## config.mk

```make
export PLATFORM = sky130hd
export DESIGN_NAME = ccd_frame_sequencer
export DESIGN_NICKNAME = d
export VERILOG_FILES = /design/src/rtl/ccd_timing_pkg.sv /design/src/rtl/ccd_line_counter.sv /design/src/rtl/ccd_frame_sequencer.sv
export SDC_FILE = /design/constraint.sdc
export NUM_CORES = 1
export LEC_CHECK = 0
export CAP_MARGIN = 5
export CORE_MARGIN = 1.5
export CORE_UTILIZATION = 49
export DETAILED_ROUTE_END_ITERATION = 16
export HOLD_SLACK_MARGIN = 0.03
export PLACE_DENSITY = 0.81
export SKIP_LAST_GASP = 1
export SYNTH_ARGS = -nofsm -noshare
export SYNTH_HDL_FRONTEND = slang
export SYNTH_SLANG_ARGS = --single-unit
```

## constraint.sdc

```tcl
create_clock -name clk -period 3.1 [get_ports clk]
set_input_delay 0.775 -clock clk [delete_from_list [all_inputs] [get_ports clk]]
set_output_delay 0.775 -clock clk [all_outputs]
set_load 0.02 [all_outputs]
```

## src/rtl/ccd_timing_pkg.sv

```systemverilog
// Shared timing constants and sequencer state encoding for the CCD front end.
// The flag/XV/SUB/HD/VD stage imports the same defaults so hcount ranges agree.
package ccd_timing_pkg;

  localparam int LINE_WD_DEF     = 13;
  localparam int LINE_PERIOD_DEF = 1560;
  localparam int XSG_LINES_DEF   = 2;

  localparam logic [2:0] ST_IDLE    = 3'd0;
  localparam logic [2:0] ST_WAIT_LB = 3'd1;
  localparam logic [2:0] ST_INTEG   = 3'd2;
  localparam logic [2:0] ST_XSG     = 3'd3;
  localparam logic [2:0] ST_READOUT = 3'd4;

  typedef enum logic [2:0] {
    IDLE    = ST_IDLE,
    WAIT_LB = ST_WAIT_LB,
    INTEG   = ST_INTEG,
    XSG     = ST_XSG,
    READOUT = ST_READOUT
  } seq_state_e;

endpackage

```

## src/rtl/ccd_line_counter.sv

```systemverilog
// Free-running pixel counter; o_lb marks the last pixel of every line.
module ccd_line_counter
  import ccd_timing_pkg::*;
#(
  parameter int LINE_WD     = LINE_WD_DEF,
  parameter int LINE_PERIOD = LINE_PERIOD_DEF
) (
  input  logic               clk,
  input  logic               reset,
  output logic [LINE_WD-1:0] ov_hcount,
  output logic               o_lb
);

  localparam logic [LINE_WD-1:0] H_LAST = LINE_WD'(LINE_PERIOD - 1);

  assign o_lb = (ov_hcount == H_LAST);

  always_ff @(posedge clk or posedge reset) begin
    if (reset)     ov_hcount <= '0;
    else if (o_lb) ov_hcount <= '0;
    else           ov_hcount <= ov_hcount + 1'b1;
  end

endmodule

```

## src/rtl/ccd_frame_sequencer.sv

```systemverilog
// Frame sequencer: integration -> XSG transfer -> readout, advancing only on
// line boundaries so downstream per-line waveforms are never truncated.
module ccd_frame_sequencer
  import ccd_timing_pkg::*;
#(
  parameter int LINE_WD     = LINE_WD_DEF,
  parameter int LINE_PERIOD = LINE_PERIOD_DEF,
  parameter int XSG_LINES   = XSG_LINES_DEF
) (
  input  logic               clk,
  input  logic               reset,
  input  logic               i_enable,
  input  logic               i_trigger_mode,
  input  logic               i_trigger,
  input  logic [LINE_WD-1:0] iv_exposure_lines,
  input  logic [LINE_WD-1:0] iv_readout_lines,
  output logic [LINE_WD-1:0] ov_hcount,
  output logic [LINE_WD-1:0] ov_vcount,
  output logic               o_integration,
  output logic               o_xsg_flag,
  output logic               o_readout_flag,
  output logic               o_frame_done,
  output logic               o_trigger_drop
);

  localparam logic [LINE_WD-1:0] XSG_LAST = LINE_WD'(XSG_LINES - 1);

  seq_state_e         state;
  logic [LINE_WD-1:0] vcount;
  logic [LINE_WD-1:0] shadow_exp;
  logic [LINE_WD-1:0] shadow_ro;
  logic               lb;
  logic               trig_ev;
  logic               start_ev;

  ccd_line_counter #(
    .LINE_WD    (LINE_WD),
    .LINE_PERIOD(LINE_PERIOD)
  ) u_line (
    .clk      (clk),
    .reset    (reset),
    .ov_hcount(ov_hcount),
    .o_lb     (lb)
  );

  assign trig_ev   = i_trigger_mode & i_trigger;
  assign start_ev  = i_enable & (~i_trigger_mode | i_trigger);
  assign ov_vcount = vcount;

  always_ff @(posedge clk or posedge reset) begin
    if (reset) begin
      state          <= IDLE;
      vcount         <= '0;
      shadow_exp     <= '0;
      shadow_ro      <= '0;
      o_integration  <= 1'b0;
      o_xsg_flag     <= 1'b0;
      o_readout_flag <= 1'b0;
      o_frame_done   <= 1'b0;
      o_trigger_drop <= 1'b0;
    end else begin
      o_frame_done   <= 1'b0;
      // Triggers arriving mid-frame are dropped, never queued.
      o_trigger_drop <= trig_ev && (state != IDLE);
      case (state)
        IDLE: begin
          vcount <= '0;
          if (start_ev) begin
            state      <= WAIT_LB;
            shadow_exp <= (iv_exposure_lines == '0) ? LINE_WD'(1) : iv_exposure_lines;
            shadow_ro  <= (iv_readout_lines  == '0) ? LINE_WD'(1) : iv_readout_lines;
          end
        end
        WAIT_LB: begin
          if (lb) begin
            vcount <= '0;
            if (!i_enable) begin
              state <= IDLE;
            end else begin
              state         <= INTEG;
              o_integration <= 1'b1;
            end
          end
        end
        INTEG: begin
          if (lb) begin
            if (!i_enable) begin
              state         <= IDLE;
              vcount        <= '0;
              o_integration <= 1'b0;
            end else if (vcount == shadow_exp - 1'b1) begin
              state         <= XSG;
              vcount        <= '0;
              o_integration <= 1'b0;
              o_xsg_flag    <= 1'b1;
            end else begin
              vcount <= vcount + 1'b1;
            end
          end
        end
        // Once charge is transferred the frame must finish regardless of enable.
        XSG: begin
          if (lb) begin
            if (vcount == XSG_LAST) begin
              state          <= READOUT;
              vcount         <= '0;
              o_xsg_flag     <= 1'b0;
              o_readout_flag <= 1'b1;
            end else begin
              vcount <= vcount + 1'b1;
            end
          end
        end
        READOUT: begin
          if (lb) begin
            if (vcount == shadow_ro - 1'b1) begin
              state          <= IDLE;
              vcount         <= '0;
              o_readout_flag <= 1'b0;
              o_frame_done   <= 1'b1;
            end else begin
              vcount <= vcount + 1'b1;
            end
          end
        end
        default: begin
          state          <= IDLE;
          vcount         <= '0;
          o_integration  <= 1'b0;
          o_xsg_flag     <= 1'b0;
          o_readout_flag <= 1'b0;
        end
      endcase
    end
  end

endmodule

```

; ---- Word level (Yosys, flattened, before mapping)
; Index checks and enable logic that the tools add are counted.
[classes]
n_bitwise = 7
eq_ne = 19
n_addsub = 4
n_mux = 43
reduce_logical = 14
[ops]
columns = cell, count
row1 = $mux W13, 11
row2 = $pmux W13 S4, 1
row3 = $mux W3, 9
row4 = $add A13 B1 Y13 const B, 2
row5 = $eq A13 B13 Y1, 2
row6 = $logic_not A13 Y1, 2
row7 = $sub A13 B1 Y13 const B, 2
row8 = $ne A2 B2 Y1 const B, 10
row9 = $mux W1, 17
row10 = $pmux W3 S5, 1
row11 = $eq A13 B1 Y1 const B, 1
row12 = $eq A13 B11 Y1 const B, 1
row13 = $reduce_and A5 Y1, 2
row14 = $pmux W1 S3, 3
row15 = $reduce_or A3 Y1, 3
row16 = $reduce_and A8 Y1, 1
row17 = $eq A3 B2 Y1 const B, 2
row18 = $reduce_and A6 Y1, 1
row19 = $not A1 Y1, 4
row20 = $reduce_and A4 Y1, 1
row21 = $eq A3 B1 Y1 const B, 1
row22 = $eq A3 B3 Y1 const B, 1
row23 = $logic_not A3 Y1, 1
row24 = $ne A3 B3 Y1 const B, 1
row25 = 6 further kinds, 7
[word_totals]
reg_bits = 60
out_inout_bits = 31

; ---- Logic depth before layout (Yosys ltp)
[depth]
depth_word = 6
ltp_mapped = 11
depth_no_buf = 10

; ---- Cells and area by module
; A second synthesis with hierarchy kept.
[unflattened]
hier_cells = 417
hier_area_um2 = 3895.0
[by_module_without_submodules]
columns = module, instances, cells_per_inst, seq_area_each_um2, area_each_um2
row1 = ccd_frame_sequencer, 1, 359, 1176.1, 3241.9
row2 = ccd_line_counter, 1, 58, 325.3, 653.1

; ---- Worst setup path after synthesis
; OpenSTA, ideal clock, no wires.
[synth_path]
kind = register to register
from = register shadow_exp[0]
to = register vcount[3], in the netlist ov_vcount[3]
path_slack_ns = 0.240
synth_period_minus_slack_ns = 2.860
setup_time_ns = 0.124
arrival_ns = 2.736
stages_incl_launch_ff = 12
path_buffers = 1
cell_sequence = dfrtp_1 -> inv_1 -> ha_1 -> or4b_4 -> or3_1 -> o21ai_2 -> o311ai_2 -> o41ai_1 -> a31o_1 -> buf_6 -> nor3_1 -> a211o_1
[synth_between]
elab_chain_len = 6
[synth_lines]
columns = element, line_no
row1 = start: declaration, ccd_frame_sequencer.sv:30  ; logic [LINE_WD-1:0] shadow_exp;
row2 = start signal: assignment, ccd_frame_sequencer.sv:70  ; shadow_exp <= (iv_exposure_lines == '0) ? LINE_WD'(1) : iv_exposure_lines;
row3 = $sub A13 B1 Y13, ccd_frame_sequencer.sv:91  ; end else if (vcount == shadow_exp - 1'b1) begin
row4 = $eq A13 B13 Y1, ccd_frame_sequencer.sv:91
row5 = $mux W13, ccd_frame_sequencer.sv:91
row6 = $mux W13, ccd_frame_sequencer.sv:87  ; if (!i_enable) begin
row7 = $mux W13, ccd_frame_sequencer.sv:86  ; if (lb) begin
row8 = $pmux W13 S4, ccd_frame_sequencer.sv:65  ; case (state)
row9 = end signal: assignment, ccd_frame_sequencer.sv:97  ; vcount <= vcount + 1'b1;
row10 = end signal: assignment, ccd_frame_sequencer.sv:110  ; vcount <= vcount + 1'b1;
row11 = end signal: assignment, ccd_frame_sequencer.sv:122  ; vcount <= vcount + 1'b1;
row12 = end: declaration, ccd_frame_sequencer.sv:29  ; logic [LINE_WD-1:0] vcount;
; No other way between the ends. The select of a mux whose other input is x is not followed.
; A chain may end at the register's enable or synchronous reset.

; ---- Final worst setup path
[layout_path]
from = register shadow_ro[0]
to = register vcount[3], in the netlist ov_vcount[3]
[layout_between]
elab_chain_len = 5
[layout_lines]
columns = element, line_no
row1 = start: declaration, ccd_frame_sequencer.sv:31  ; logic [LINE_WD-1:0] shadow_ro;
row2 = start signal: assignment, ccd_frame_sequencer.sv:71  ; shadow_ro <= (iv_readout_lines == '0) ? LINE_WD'(1) : iv_readout_lines;
row3 = $sub A13 B1 Y13, ccd_frame_sequencer.sv:116  ; if (vcount == shadow_ro - 1'b1) begin
row4 = $eq A13 B13 Y1, ccd_frame_sequencer.sv:116
row5 = $mux W13, ccd_frame_sequencer.sv:116
row6 = $mux W13, ccd_frame_sequencer.sv:115  ; if (lb) begin
row7 = $pmux W13 S4, ccd_frame_sequencer.sv:65
; No other way between the ends. The select of a mux whose other input is x is not followed.

==> run metrics <==
status=finished, final reports clean; Yosys warnings=0; area leader, netlist=dfrtp_1; Die X-Extent=90.6 um; Die Area=0.00820 mm2; P_int=1360 uW; Synth cell types=59; RSZ-0062 raised after global routing=false; gr usage total=23.1%; setup TNS=0 ps; DR vias=3280; layout cells sized above 1=approximately 15%; Seq/Total Area, Yosys=roughly two fifths; area of the multi-input gates=between 0.002 and 0.0025 mm2; critical path capture point type=flip-flop; core region area=0.00733 mm2; top_reg_cell synth=dfrtp_1; Avg Inst Size Synth=9.54 um2; Antenna Cells=0; CP Depth=10; Final Cell Area=between 0.004 and 0.005 mm2; Tightest Pin Transition=655 ps; Worst Path Max Fanout=20; vias in the first global route=3164; global-route wire length before repair=15.3 mm; hold_buf cts=0; Rows=31; power share of the sequential group=45.7%; ranking of synthesized cells by area=dfrtp_1 (40%), xnor2_1 (7.7%), mux2_2 (7.5%), xor2_1 (4.0%), nand2_1 (2.8%); final setup margin=roughly 140 ps; crit path cell chain=inv_1 > ha_1 > or3b_2 > or3_1 > o31ai_2 > a31o_2 > a31o_1 > buf_12 > nor3_1 > a211o_1; initial antenna violation count=0; Final setup viols=0; Rel. slew slack=56.2%; Syn Inst Count=394; clock root cell=clkbuf_8; GP Congestion=0.875; DRT iter0 DRCs=170; Final Critical Period=2960 ps; switching share of power=roughly a fifth; Remaining Overflow, GRT=0; fin crit share=95.4%; largest net degree at the start of global routing=61; Max Cap Viol=0; NetSw=358 uW; IO buf count=61; hpwl dp=6.65 mm; Worst Path Arrival=approximately 3200 ps; worst hold slack=between 500 and 600 ps; routed len/inst=16.2 um; Final ANT Viol Nets=0; Initial Util=51.3%; mapped cell area=0.00376 mm2; final slew viol count=0; total wire length=roughly 9.0 mm; Seq cells post-synth=60; I/O pin count=62; CTS Buffer Depth=2; Pleak=between 0.002 and 0.0025 uW; CTS clock-pin slew for the worst setup and hold paths=70 ps; Hold Path Depth=1; Vias/cell=5.87; Placed Instance Area=0.00449 mm2; type of the tightest min-delay check=reg2reg; Comb pwr share=4.4%; worst path required time=3330 ps; Crit Path Category=reg2reg; Post-synth EDFFs=0; syn nets=430; clock sink total=60; DIE HEIGHT=90.6 um; Bufs and invs on worst path=2; Worst VDD drop=between 0.0003 and 0.0004 V; drt pass-1 iters=4; DP Worst Slack=74.2 ps; area share of the leading cell type in the synthesized netlist=39.9%; skew final=8.37 ps; Power Density=about 360 mW/mm2; CTS resizes=0; slowest CP cell=or3b_2; CP delay by family, top=simple AND/OR/NAND/NOR gates; CTS tree=built; Reg2Reg Depth=10; Fillers=570; Nets=491; Peak Freq=338 MHz; Total Power=1720 uW; Register Area=0.00150 mm2; CP startpoint kind=flip-flop; clock network fraction of total power=roughly 50%; area delta synth->final=26.3%; total CTS buffers=9; FFs w/ async S/R, synth=100%; max incr delay on CP=510 ps; DRC errors left=0; Post-CTS Setup Inserts=0; Fin. Hold Viols=0; clk_lat worst skew=between 300 and 400 ps; H-tree depth=3
==> sequential cells by signal, summed over array words and instances, names as in the netlist <==
| signal | flops |
|---|---|
| o_trigger_drop | 1 |
| o_readout_flag | 1 |
| o_integration | 1 |
| o_xsg_flag | 1 |
| u_line.ov_hcount | 13 |
| shadow_ro | 13 |
| ov_vcount | 13 |
| state | 3 |
| o_frame_done | 1 |
| shadow_exp | 13 |
==> cell usage after synthesis, drive strengths merged, types with 7 or more instances <==
cell / count
xor2: 17
and3: 8
nor3: 14
nor2b: 7
inv: 9
xnor2: 33
nor2: 28
nand2: 28
nor4: 18
nand3: 19
o21ai: 19
clkbuf: 16
dfrtp: 60
mux2: 25
==> worst reg2reg max path, stage by stage, from the launching register on <==
cell and delay [ps]:
dfrtp_1 430, inv_1 80, ha_1 200, or3b_2 510, or3_1 420, o31ai_2 290, a31o_2 210, a31o_1 200
buf_12 160, nor3_1 70, a211o_1 290
==> metrics by stage <==
step | util (%) | instances
global route | 64.8 | 559
global placement | 61.2 | 543
floorplan | - | 394
detailed placement | 61.2 | 543
CTS | 64.5 | 559
finish | 64.8 | 559
==> metal layers <==
| metal | wire length (um) | part of all wire (%) | global-route usage [%] | vias up |
|---|---|---|---|---|
| met4 | 108 | 1.2 | 8.07 | 0 |
| met2 | 4630 | 51 | 38.9 | 96 |
| met1 | 3880 | 43 | 29.3 | 1607 |
| li1 | - | - | - | 1566 |
| met3 | 428 | 4.7 | 4.80 | 11 |
| met5 | 0 | 0 | 0 | - |
==> logic make-up after synthesis <==
family / Yosys count / synth area share (%)
XOR/XNOR: 50 / 11.7
buffers and inverters: 29 / 3.46
multiplexers: 27 / 8.02
AO/OA/AOI/OAI: 64 / 12.0
AND/OR/NAND/NOR: 159 / 23.3
adder cells (fa/ha/maj): 5 / 1.66
flip-flops: 60 / 39.9
==> power by group through the flow <==
stage | Sequential (uW) | Clock [uW] | Combinational [uW]
floorplan | 801 | 0 | 22.6
global placement | 802 | 0 | 74.9
detailed placement | 802 | 0 | 76.4
CTS | 787 | 874 | 76.7
global route | 787 | 910 | 83.9
finish | 787 | 858 | 75.7
==> path summary, 6_finish.rpt <==
kind / from / to / slack (ps)
worst min-delay path: u_line.ov_hcount[12] / u_line.ov_hcount[12] / 520
worst max-delay path: shadow_ro[0] / ov_vcount[3] / 140
min in group asynchronous: reset / shadow_ro[2] / 810
worst max register to register: shadow_ro[0] / ov_vcount[3] / 140
worst min register to register: u_line.ov_hcount[12] / u_line.ov_hcount[12] / 520
max in group asynchronous: reset / o_trigger_drop / 2040
==> cells in the final DEF (no fill, tap or decap), types with 4 or more instances in the layout <==
cell type        netlist  routed
clkdlybuf4s50_1        0      61
dfrtp_1               60      60
xnor2_1               33      33
nand2_1               28      28
nor2_1                28      28
mux2_2                25      25
nand3_1               19      19
o21ai_0               18      18
xor2_1                17      17
nor4_1                16      15
nor3_1                14      14
clkbuf_8               0       9
and3_1                 8       8
inv_1                  9       8
nor2b_1                7       7
buf_4                  1       7
or3_1                  6       6
nand4_1                6       6
nor3b_1                5       5
a21o_1                 5       5
ha_1                   5       5
nand2b_1               4       4
a31oi_1                4       4
a21oi_1                4       4
o22ai_1                4       4
==> final cells by class <==
| class | instances | share of cell area, % |
|---|---|---|
| Timing Repair Buffer | 70 | 14.8 |
| Tap cell | 99 | 2.61 |
| Multi-Input combinational cell | 305 | 45.2 |
| Clock buffer | 10 | 2.69 |
| Inverter | 9 | 0.712 |
| Sequential cell | 60 | 31.6 |
| Clock inverter | 6 | 2.35 |
Note: power is estimated with default switching activity, not from simulation.
